===== config.mk =====
export PLATFORM = sky130hd
export DESIGN_NAME = exec_stage_flat
export DESIGN_NICKNAME = d
export VERILOG_FILES = /design/src/rtl/exec_if.sv /design/src/rtl/exec_stage.sv /design/src/flat_wrapper.sv
export SDC_FILE = /design/constraint.sdc
export NUM_CORES = 2
export LEC_CHECK = 0
export ABC_AREA = 1
export ABC_CLOCK_PERIOD_IN_PS = 5600
export CORE_AREA = 2 2 509 511
export DETAILED_ROUTE_END_ITERATION = 10
export DIE_AREA = 0 0 511 513
export GPL_ROUTABILITY_DRIVEN = 1
export HOLD_SLACK_MARGIN = 0.15
export PLACE_DENSITY_LB_ADDON = 0.3
export SKIP_CTS_REPAIR_TIMING = 1
export SLEW_MARGIN = 20
export SYNTH_ARGS = -nofsm -noshare
export SYNTH_HDL_FRONTEND = slang
export SYNTH_SLANG_ARGS = --single-unit

===== constraint.sdc =====
create_clock -name clk -period 5.6 [get_ports clk]
set_input_delay 0.56 -clock clk [delete_from_list [all_inputs] [get_ports clk]]
set_output_delay 0.56 -clock clk [all_outputs]
set_load 0.05 [all_outputs]

===== src/rtl/exec_if.sv =====
// EX-stage bundle: operands, forwarding, control inputs and the packed EX/MEM register output.
interface exec_if #(
  parameter int N = 24,
  parameter int M = 6
);
  localparam int BW = 17 + 2 * N * M;

  logic           en;
  logic [N-1:0]   rd1, rd2, rd3, pc, imm;
  logic [N*M-1:0] rdv1, rdv2, rdv3;
  logic [N*M-1:0] Forward1, Forward2, Forward3;
  logic           Fa, Fb, Fc;
  logic [3:0]     aluControl, Rc, opCode;
  logic           immSrc, branchFlag, memWrite, memToReg, regWrite, modeSel;
  logic [1:0]     opType;
  logic [BW-1:0]  bufferOut;

  modport master (
    output en, rd1, rd2, rd3, pc, imm, rdv1, rdv2, rdv3,
    output Forward1, Forward2, Forward3, Fa, Fb, Fc,
    output aluControl, Rc, opCode, immSrc, branchFlag, memWrite, memToReg,
    output regWrite, modeSel, opType,
    input  bufferOut
  );

  modport slave (
    input  en, rd1, rd2, rd3, pc, imm, rdv1, rdv2, rdv3,
    input  Forward1, Forward2, Forward3, Fa, Fb, Fc,
    input  aluControl, Rc, opCode, immSrc, branchFlag, memWrite, memToReg,
    input  regWrite, modeSel, opType,
    output bufferOut
  );
endinterface


===== src/rtl/exec_stage.sv =====
// Execute stage: operand/forward select, M-lane ALU, flags, one EX/MEM register.
// Define EXEC_MUL_EN to build the per-lane N x N multipliers for aluControl 0111.
module exec_stage #(
  parameter int N = 24,
  parameter int M = 6
) (
  input  logic  clk,
  input  logic  rst,
  exec_if.slave bus
);
  localparam int NM = N * M;
  localparam int BW = 17 + 2 * NM;

  function automatic logic signed [N-1:0] aluLane(input logic [3:0] op,
                                                  input logic [N-1:0] a,
                                                  input logic [N-1:0] b);
    logic signed [N-1:0] r;
    logic [4:0] sh;
    sh = b[4:0];
    r  = '0;
    case (op)
      4'b0000: r = a + b;
      4'b0001: r = a - b;
      4'b0010: r = a & b;
      4'b0011: r = a | b;
      4'b0100: r = a ^ b;
      4'b0101: r = (int'(sh) >= N) ? '0 : (a << sh);
      4'b0110: r = (int'(sh) >= N) ? '0 : (a >> sh);
`ifdef EXEC_MUL_EN
      4'b0111: r = a * b;
`endif
      4'b1000: r = b;
      4'b1001: r = a;
      default: r = '0;
    endcase
    return r;
  endfunction

  logic [NM-1:0]       opA, opB, opThird, aluResult;
  logic [N-1:0]        cmpB;
  logic signed [N-1:0] cmpDiff;
  logic                isCtrl, zeroFlag, negFlag;
  logic [BW-1:0]       nextBuffer, bufferOut_p1;

  assign isCtrl = (bus.opType == 2'b10);

  // Scalar mode keeps everything in lane 0; upper lanes stay zero.
  always_comb begin
    opA     = '0;
    opB     = '0;
    opThird = '0;
    if (bus.modeSel) begin
      opA     = bus.Fa ? bus.Forward1 : bus.rdv1;
      opB     = bus.immSrc ? {M{bus.imm}} : (bus.Fb ? bus.Forward2 : bus.rdv2);
      opThird = bus.Fc ? bus.Forward3 : bus.rdv3;
    end else begin
      opA[N-1:0]     = bus.Fa ? bus.Forward1[N-1:0] : bus.rd1;
      opB[N-1:0]     = bus.immSrc ? bus.imm : (bus.Fb ? bus.Forward2[N-1:0] : bus.rd2);
      opThird[N-1:0] = bus.Fc ? bus.Forward3[N-1:0] : bus.rd3;
    end
  end

  // Branch compare sees the register/forwarded B even when immSrc selects the immediate.
  assign cmpB    = bus.Fb ? bus.Forward2[N-1:0] : (bus.modeSel ? bus.rdv2[N-1:0] : bus.rd2);
  assign cmpDiff = opA[N-1:0] - cmpB;

  always_comb begin
    aluResult = '0;
    if (isCtrl) begin
      aluResult[N-1:0] = bus.pc + bus.imm;
    end else begin
      for (int k = 0; k < M; k++) begin
        if (bus.modeSel || k == 0)
          aluResult[k*N +: N] = aluLane(bus.aluControl, opA[k*N +: N], opB[k*N +: N]);
      end
    end
  end

  assign zeroFlag = isCtrl ? (cmpDiff == '0) : (aluResult == '0);
  assign negFlag  = isCtrl ? cmpDiff[N-1]    : aluResult[N-1];

  assign nextBuffer = {bus.modeSel, bus.opType, bus.opCode, aluResult, zeroFlag, negFlag,
                       bus.branchFlag, bus.memWrite, bus.memToReg, bus.regWrite, bus.Rc,
                       opThird};

  // EX/MEM register boundary
  always_ff @(posedge clk) begin
    if (!rst)
      bufferOut_p1 <= '0;
    else if (bus.en)
      bufferOut_p1 <= nextBuffer;
  end

  assign bus.bufferOut = bufferOut_p1;
endmodule


===== src/flat_wrapper.sv =====
// flat-port wrapper written by rule: the top's interface ports become plain ports
module exec_stage_flat 
#(
  parameter int N = 24,
  parameter int M = 6
)
  (clk, rst, bus_en, bus_rd1, bus_rd2, bus_rd3, bus_pc, bus_imm, bus_rdv1, bus_rdv2, bus_rdv3, bus_Forward1, bus_Forward2, bus_Forward3, bus_Fa, bus_Fb, bus_Fc, bus_aluControl, bus_Rc, bus_opCode, bus_immSrc, bus_branchFlag, bus_memWrite, bus_memToReg, bus_regWrite, bus_modeSel, bus_opType, bus_bufferOut);
  exec_if #(.N(N), .M(M)) bus_i ();
  input  logic clk;
  input  logic rst;
  input wire logic [$bits(bus_i.en)-1:0] bus_en;
  input wire logic [$bits(bus_i.rd1)-1:0] bus_rd1;
  input wire logic [$bits(bus_i.rd2)-1:0] bus_rd2;
  input wire logic [$bits(bus_i.rd3)-1:0] bus_rd3;
  input wire logic [$bits(bus_i.pc)-1:0] bus_pc;
  input wire logic [$bits(bus_i.imm)-1:0] bus_imm;
  input wire logic [$bits(bus_i.rdv1)-1:0] bus_rdv1;
  input wire logic [$bits(bus_i.rdv2)-1:0] bus_rdv2;
  input wire logic [$bits(bus_i.rdv3)-1:0] bus_rdv3;
  input wire logic [$bits(bus_i.Forward1)-1:0] bus_Forward1;
  input wire logic [$bits(bus_i.Forward2)-1:0] bus_Forward2;
  input wire logic [$bits(bus_i.Forward3)-1:0] bus_Forward3;
  input wire logic [$bits(bus_i.Fa)-1:0] bus_Fa;
  input wire logic [$bits(bus_i.Fb)-1:0] bus_Fb;
  input wire logic [$bits(bus_i.Fc)-1:0] bus_Fc;
  input wire logic [$bits(bus_i.aluControl)-1:0] bus_aluControl;
  input wire logic [$bits(bus_i.Rc)-1:0] bus_Rc;
  input wire logic [$bits(bus_i.opCode)-1:0] bus_opCode;
  input wire logic [$bits(bus_i.immSrc)-1:0] bus_immSrc;
  input wire logic [$bits(bus_i.branchFlag)-1:0] bus_branchFlag;
  input wire logic [$bits(bus_i.memWrite)-1:0] bus_memWrite;
  input wire logic [$bits(bus_i.memToReg)-1:0] bus_memToReg;
  input wire logic [$bits(bus_i.regWrite)-1:0] bus_regWrite;
  input wire logic [$bits(bus_i.modeSel)-1:0] bus_modeSel;
  input wire logic [$bits(bus_i.opType)-1:0] bus_opType;
  output wire logic [$bits(bus_i.bufferOut)-1:0] bus_bufferOut;
  assign bus_i.en = bus_en;
  assign bus_i.rd1 = bus_rd1;
  assign bus_i.rd2 = bus_rd2;
  assign bus_i.rd3 = bus_rd3;
  assign bus_i.pc = bus_pc;
  assign bus_i.imm = bus_imm;
  assign bus_i.rdv1 = bus_rdv1;
  assign bus_i.rdv2 = bus_rdv2;
  assign bus_i.rdv3 = bus_rdv3;
  assign bus_i.Forward1 = bus_Forward1;
  assign bus_i.Forward2 = bus_Forward2;
  assign bus_i.Forward3 = bus_Forward3;
  assign bus_i.Fa = bus_Fa;
  assign bus_i.Fb = bus_Fb;
  assign bus_i.Fc = bus_Fc;
  assign bus_i.aluControl = bus_aluControl;
  assign bus_i.Rc = bus_Rc;
  assign bus_i.opCode = bus_opCode;
  assign bus_i.immSrc = bus_immSrc;
  assign bus_i.branchFlag = bus_branchFlag;
  assign bus_i.memWrite = bus_memWrite;
  assign bus_i.memToReg = bus_memToReg;
  assign bus_i.regWrite = bus_regWrite;
  assign bus_i.modeSel = bus_modeSel;
  assign bus_i.opType = bus_opType;
  assign bus_bufferOut = bus_i.bufferOut;
  exec_stage #(.N(N), .M(M)) u_core (.clk(clk), .rst(rst), .bus(bus_i));
endmodule

; Yosys cells after proc, flatten, opt, wreduce, memory -nomap -nowiden
; Index checks and enable logic that the tools add are counted.
[totals]
regBits = 305
inputBits = 1010
out_inout_bits = 305
word_cells = 106
[classes]
add_sub_neg = 14
order_cmp = 6
eq_ne = 9
n_shift = 12
n_mux = 43
bitwise = 18
reduce_logical = 3
[op_table]
columns = operator, n
row1 = 24-bit one-hot mux with 9 select lines, 6
row2 = 24-bit two-way mux, 27
row3 = 144-bit two-way mux, 4
row4 = 120-bit two-way mux, 4
row5 = 24-bit adder, 7
row6 = 24-bit subtractor, 7
row7 = 24-bit bitwise AND, 6
row8 = 144-bit logical NOT, 1
row9 = 24-bit bitwise OR, 6
row10 = 24-bit by 5-bit left shift with 24-bit output, 6
row11 = 24-bit by 5-bit right shift with 24-bit output, 6
row12 = 24-bit XOR, 6
row13 = "5-bit >= comparator, second input constant", 6
row14 = 24-bit logical NOT, 1
row15 = "4-bit by 3-bit equality test with 1-bit output, second input constant", 3
row16 = "4-bit by 2-bit equality test with 1-bit output, second input constant", 2
row17 = "4-bit equality test, second input constant", 2
row18 = "4-bit by 1-bit equality test with 1-bit output, second input constant", 1
row19 = 4-bit logical NOT, 1
row20 = "2-bit equality test, second input constant", 1
row21 = 1-bit two-way mux, 2

; Depth between registers and ports, before layout
[logic_depth]
ltp_word = 10
ltp_mapped = 43
depth_no_buf = 39

; Least setup slack after synthesis
; Ideal clock, no wire load.
[synth_path]
kind = input to register
from = in bus_Fb
to = reg u_core.bufferOut_p1[153] (netlist: u_core.bus.bufferOut[153])
setup_ns = 0.064
t_arrival_ns = 4.872
required_ns = 5.536
setup_slack_ns = 0.664
path_stages = 34
path_buffers = 4
path_cell_list = buf_6 inv_8 buf_6 nand2_1 nand3_1 nand2_1 nand2_2 buf_2 buf_2 ha_1 inv_1 nor4_1 nand3_1 nor3_1 nand4_1 nor3_2 nor2_1 xor2_1 inv_1 ha_1 a21oi_1 o21ai_0 a21oi_1 nand3_1 or2_2 nand3_1 nand4_1 o21ai_0 nand4_1 nor2_1 nand3_1 nor2_1 nor2_1 nor2_1
[synth_via]
elab_chain_cells = 10
word_cells_on_any_way = 84
classes_between = add/sub (13) / order compare (6) / shift (12) / mux (33) / bitwise (18) / reduce/logical (2)
[synth_lines]
columns = element, line_no
row1 = "start, declared", flat_wrapper.sv:24  ; input wire logic [$bits(bus_i.Fb)-1:0] bus_Fb;
row2 = branches (longest 9 deep; another with 24-bit subtractor), n/a
row3 = 1-bit two-way mux (*), exec_stage.sv:79  ; assign zeroFlag = isCtrl ? (cmpDiff == '0) : (aluResult == '0);
row4 = "end signal, assigned", exec_stage.sv:91  ; bufferOut_p1 <= nextBuffer;
row5 = "end, declared", exec_stage.sv:43  ; logic [BW-1:0] nextBuffer, bufferOut_p1;
; Every way passes the cells marked *.
; A chain may end at the register's enable or synchronous reset.

; Final worst setup path
[layout_path]
from = in bus_imm[0]
to = reg u_core.bufferOut_p1[153] (netlist: u_core.bus.bufferOut[153])
[layout_via]
elab_chain_cells = 9
word_cells_on_any_way = 80
classes_between = add/sub (13) / order compare (6) / shift (12) / mux (30) / bitwise (18) / reduce/logical (1)
[layout_lines]
columns = element, line_no
row1 = "start, declared", flat_wrapper.sv:16  ; input wire logic [$bits(bus_i.imm)-1:0] bus_imm;
row2 = branches (longest 7 deep; another with 24-bit subtractor), n/a
row3 = 144-bit logical NOT (*), exec_stage.sv:79
row4 = 1-bit two-way mux (*), exec_stage.sv:79
; Marked as above.

==> results.py <==
metrics = {
    "cells_and_area": {
        "final_cell_mix": "nand2_1, nand3_1, buf_4",
        "fin_nets": 14130,
        "largest_reg_flops": 305,
        "syn_to_final_growth_pct": 50.70,
        "drive_gt1_frac": 0.1510,
        "instances_no_fill": 16090,
        "layout_commonest_cell": "nand2_1",
    },
    "min_path": {
        "hold_path.class": "input port to register",
    },
    "cts": {
        "cts_buffers": 38,
        "cts_sinks": 305,
        "cts_tree": "yes",
        "cts_buffer_depth": 3,
        "root_buffer": "clkbuf_16",
        "clk_latency_ns": 0.59,
        "clk_pin_slew_ns": 0.09,
        "htree_levels": 2,
    },
    "synth": {
        "syn_avg_cell_area_um2": 5.449,
        "ys_ff_latch": 305,
        "syn_inst": 10390,
        "async_flop_share": 0,
        "synth_flop_cell": "dfxtp_1",
        "syn_area_um2": 56590,
        "synth.distinct_cells": 65,
        "seq_area_frac_synth": 0.1079,
        "synth-warning-count": 0,
        "syn_nets": 11890,
        "synth_edf_count": 0,
    },
    "floorplan": {
        "core-area_um2": 256200,
        "fp.dieW_um": 511,
        "initial_core_util": 0.2209,
        "num_io_pins": 1315,
        "std_cell_rows": 186,
        "chipHeight_um": 513,
        "dieArea_um2": 262100,
    },
    "critical_path": {
        "path_buf_inv": 9,
        "crit_required_ns": 6.14,
        "cp_slowest_stage_delay_ns": 0.47,
        "cp_top_family": "simple AND/OR/NAND/NOR gates",
        "crit_path_top_delay_cell": "clkdlybuf4s50_1",
        "arrival_ns": 5.96,
        "crit_type": "input port to register",
        "cp-start-kind": "input port",
        "critPathCaptureType": "register",
        "cp_max_fo": 4,
        "crit_top_cell": "nor2_1",
    },
    "grt": {
        "met2_usage": 0.5546,
        "grt_util_all_layers": 0.3756,
        "grt_most_used_layer": "met2",
        "grt.overflow.total": 0,
        "grt_pass1_vias": 80240,
        "antenna_found_initial": 98,
        "grt_use_met3": 0.09030,
        "grt_max_degree": 156,
        "grt_use_met1": 0.4974,
        "grt_pass1_wl_um": 686900,
    },
    "drt": {
        "drc_errors": 0,
        "postRouteAntennaNets": 0,
        "routed_wl_um": 517500,
        "drt_iter0_drc": 11020,
        "vias_per_cell": 5.335,
        "vias": 85830,
        "drt_pass1_iterations": 8,
        "wl_per_cell_um": 32.17,
    },
    "placed_design": {
        "place_inst": 15970,
        "place.gp.congestion": 1.076,
        "port_buffers": 1314,
        "dp_hpwl_um": 442200,
    },
    "power_and_ir_drop": {
        "p_per_area_nw_per_um2": 180.4,
        "peakVddDrop_mv": 0.2054,
        "power_mw": 15.38,
        "p_leak_nw": 41.31,
    },
    "timing": {
        "setup-tns-final_ns": 0,
        "setup_viol_count_final": 0,
        "final.setup_skew_ns": 0,
        "finalCritPeriodShare": 0.9669,
        "hold_violations": 0,
        "tightest_slew_ns": 1.459,
        "slew_headroom": 0.01679,
        "max_freq_mhz": 184.7,
        "slew_viol_final": 0,
        "min_period_ns": 5.414,
    },
    "run": {
        "max-cap-violations": 0,
    },
    "run_status": {
        "status": "complete, no violations",
    },
}
==> cells by family (layout without fill, tap and decap cells) <==
group / count (synthesis) / count (layout) / synth area share
other: 0 / 45 / 0
AOI/OAI and AO/OA: 1805 / 1805 / 0.1802
xor gates and xnor gates: 160 / 160 / 0.02476
and+or+nand+nor: 6150 / 6150 / 0.4677
adders and majority gates: 492 / 492 / 0.1097
buffers and inverters: 1474 / 3747 / 0.1097
DFF: 305 / 305 / 0.1079
==> through the flow <==
step	area, um2	hold WS [ns]	util	setup WS (ns)
3_3_place_gp	83320	0.4520	0.3252	-0.9875
6_report	85280	0.4189	0.3328	0.1856
4_1_cts	84600	0.3881	0.3302	-0.2574
2_1_floorplan	56590	0.6849	-	0.6639
5_1_grt	85210	0.4294	0.3325	-0.06555
3_5_place_dp	83320	0.4554	0.3252	-0.9012
==> path summary, 6_finish.rpt <==
kind                                                start                        end  slack [ns]  cells after the start
worst min register to register   u_core.bus.bufferOut[96]   u_core.bus.bufferOut[96]        0.46                      2
worst min-delay path                               bus_en  u_core.bus.bufferOut[303]        0.42                      2
worst max-delay path                           bus_imm[0]  u_core.bus.bufferOut[153]        0.19                     34
worst max register to register  u_core.bus.bufferOut[154]  u_core.bus.bufferOut[154]        4.69                      2
==> cell usage after synthesis (10+ instances only) <==
library cell  instances  share of area
nand2_1            2653           0.18
nand3_1            1727           0.15
nor2_1             1317          0.087
inv_1               869          0.058
a21oi_1             676          0.060
o21ai_0             650          0.057
ha_1                485           0.11
dfxtp_1             305           0.11
clkbuf_1            262          0.017
buf_2               146          0.013
o211ai_1            146          0.019
xor2_1              145          0.022
or2_2               132          0.015
o21ai_1              88         0.0078
nand4_1              79         0.0087
nor3_1               62         0.0055
buf_1                61         0.0040
buf_4                54         0.0072
a211oi_1             40         0.0053
nand2_2              40         0.0044
nand3b_1             39         0.0052
buf_6                37         0.0074
inv_2                32         0.0021
o2111ai_1            30         0.0046
nor4_1               26         0.0029
a21o_1               20         0.0027
o221ai_1             20         0.0031
a31oi_1              19         0.0021
a22o_1               16         0.0025
nor2_2               16         0.0018
o21ai_2              16         0.0025
a221oi_1             15         0.0023
xnor2_1              15         0.0023
o21bai_1             14         0.0019
or2_0                14         0.0015
o22ai_1              11         0.0012
clkinv_1             10        0.00066
==> cell type report <==
| type | instances | area (um2) |
|---|---|---|
| Antenna cell | 45 | 112.6 |
| Clock buffer | 53 | 1109 |
| Clock inverter | 14 | 171.4 |
| Fill cell | 29410 | 170900 |
| Inverter | 913 | 3478 |
| Multi-Input combinational cell | 8607 | 44840 |
| Sequential cell | 305 | 6106 |
| Tap cell | 3384 | 4234 |
| Timing Repair Buffer | 2767 | 25230 |
==> per-layer routing <==
| layer | vias up | routed length [um] |
|---|---|---|
| li1 | 39130 | - |
| met1 | 40840 | 219500 |
| met2 | 4945 | 212100 |
| met3 | 862 | 51340 |
| met4 | 48 | 34250 |
| met5 | - | 322 |
==> power by group <==
| group | total, mW | switching, mW | internal (mW) |
|---|---|---|---|
| Clock | 2.70 | 1.17 | 1.53 |
| Combinational | 10.3 | 6.52 | 3.79 |
| Sequential | 2.37 | 0.0784 | 2.29 |
| Total | 15.4 | 7.77 | 7.61 |
(Power assumes the default switching activity.)
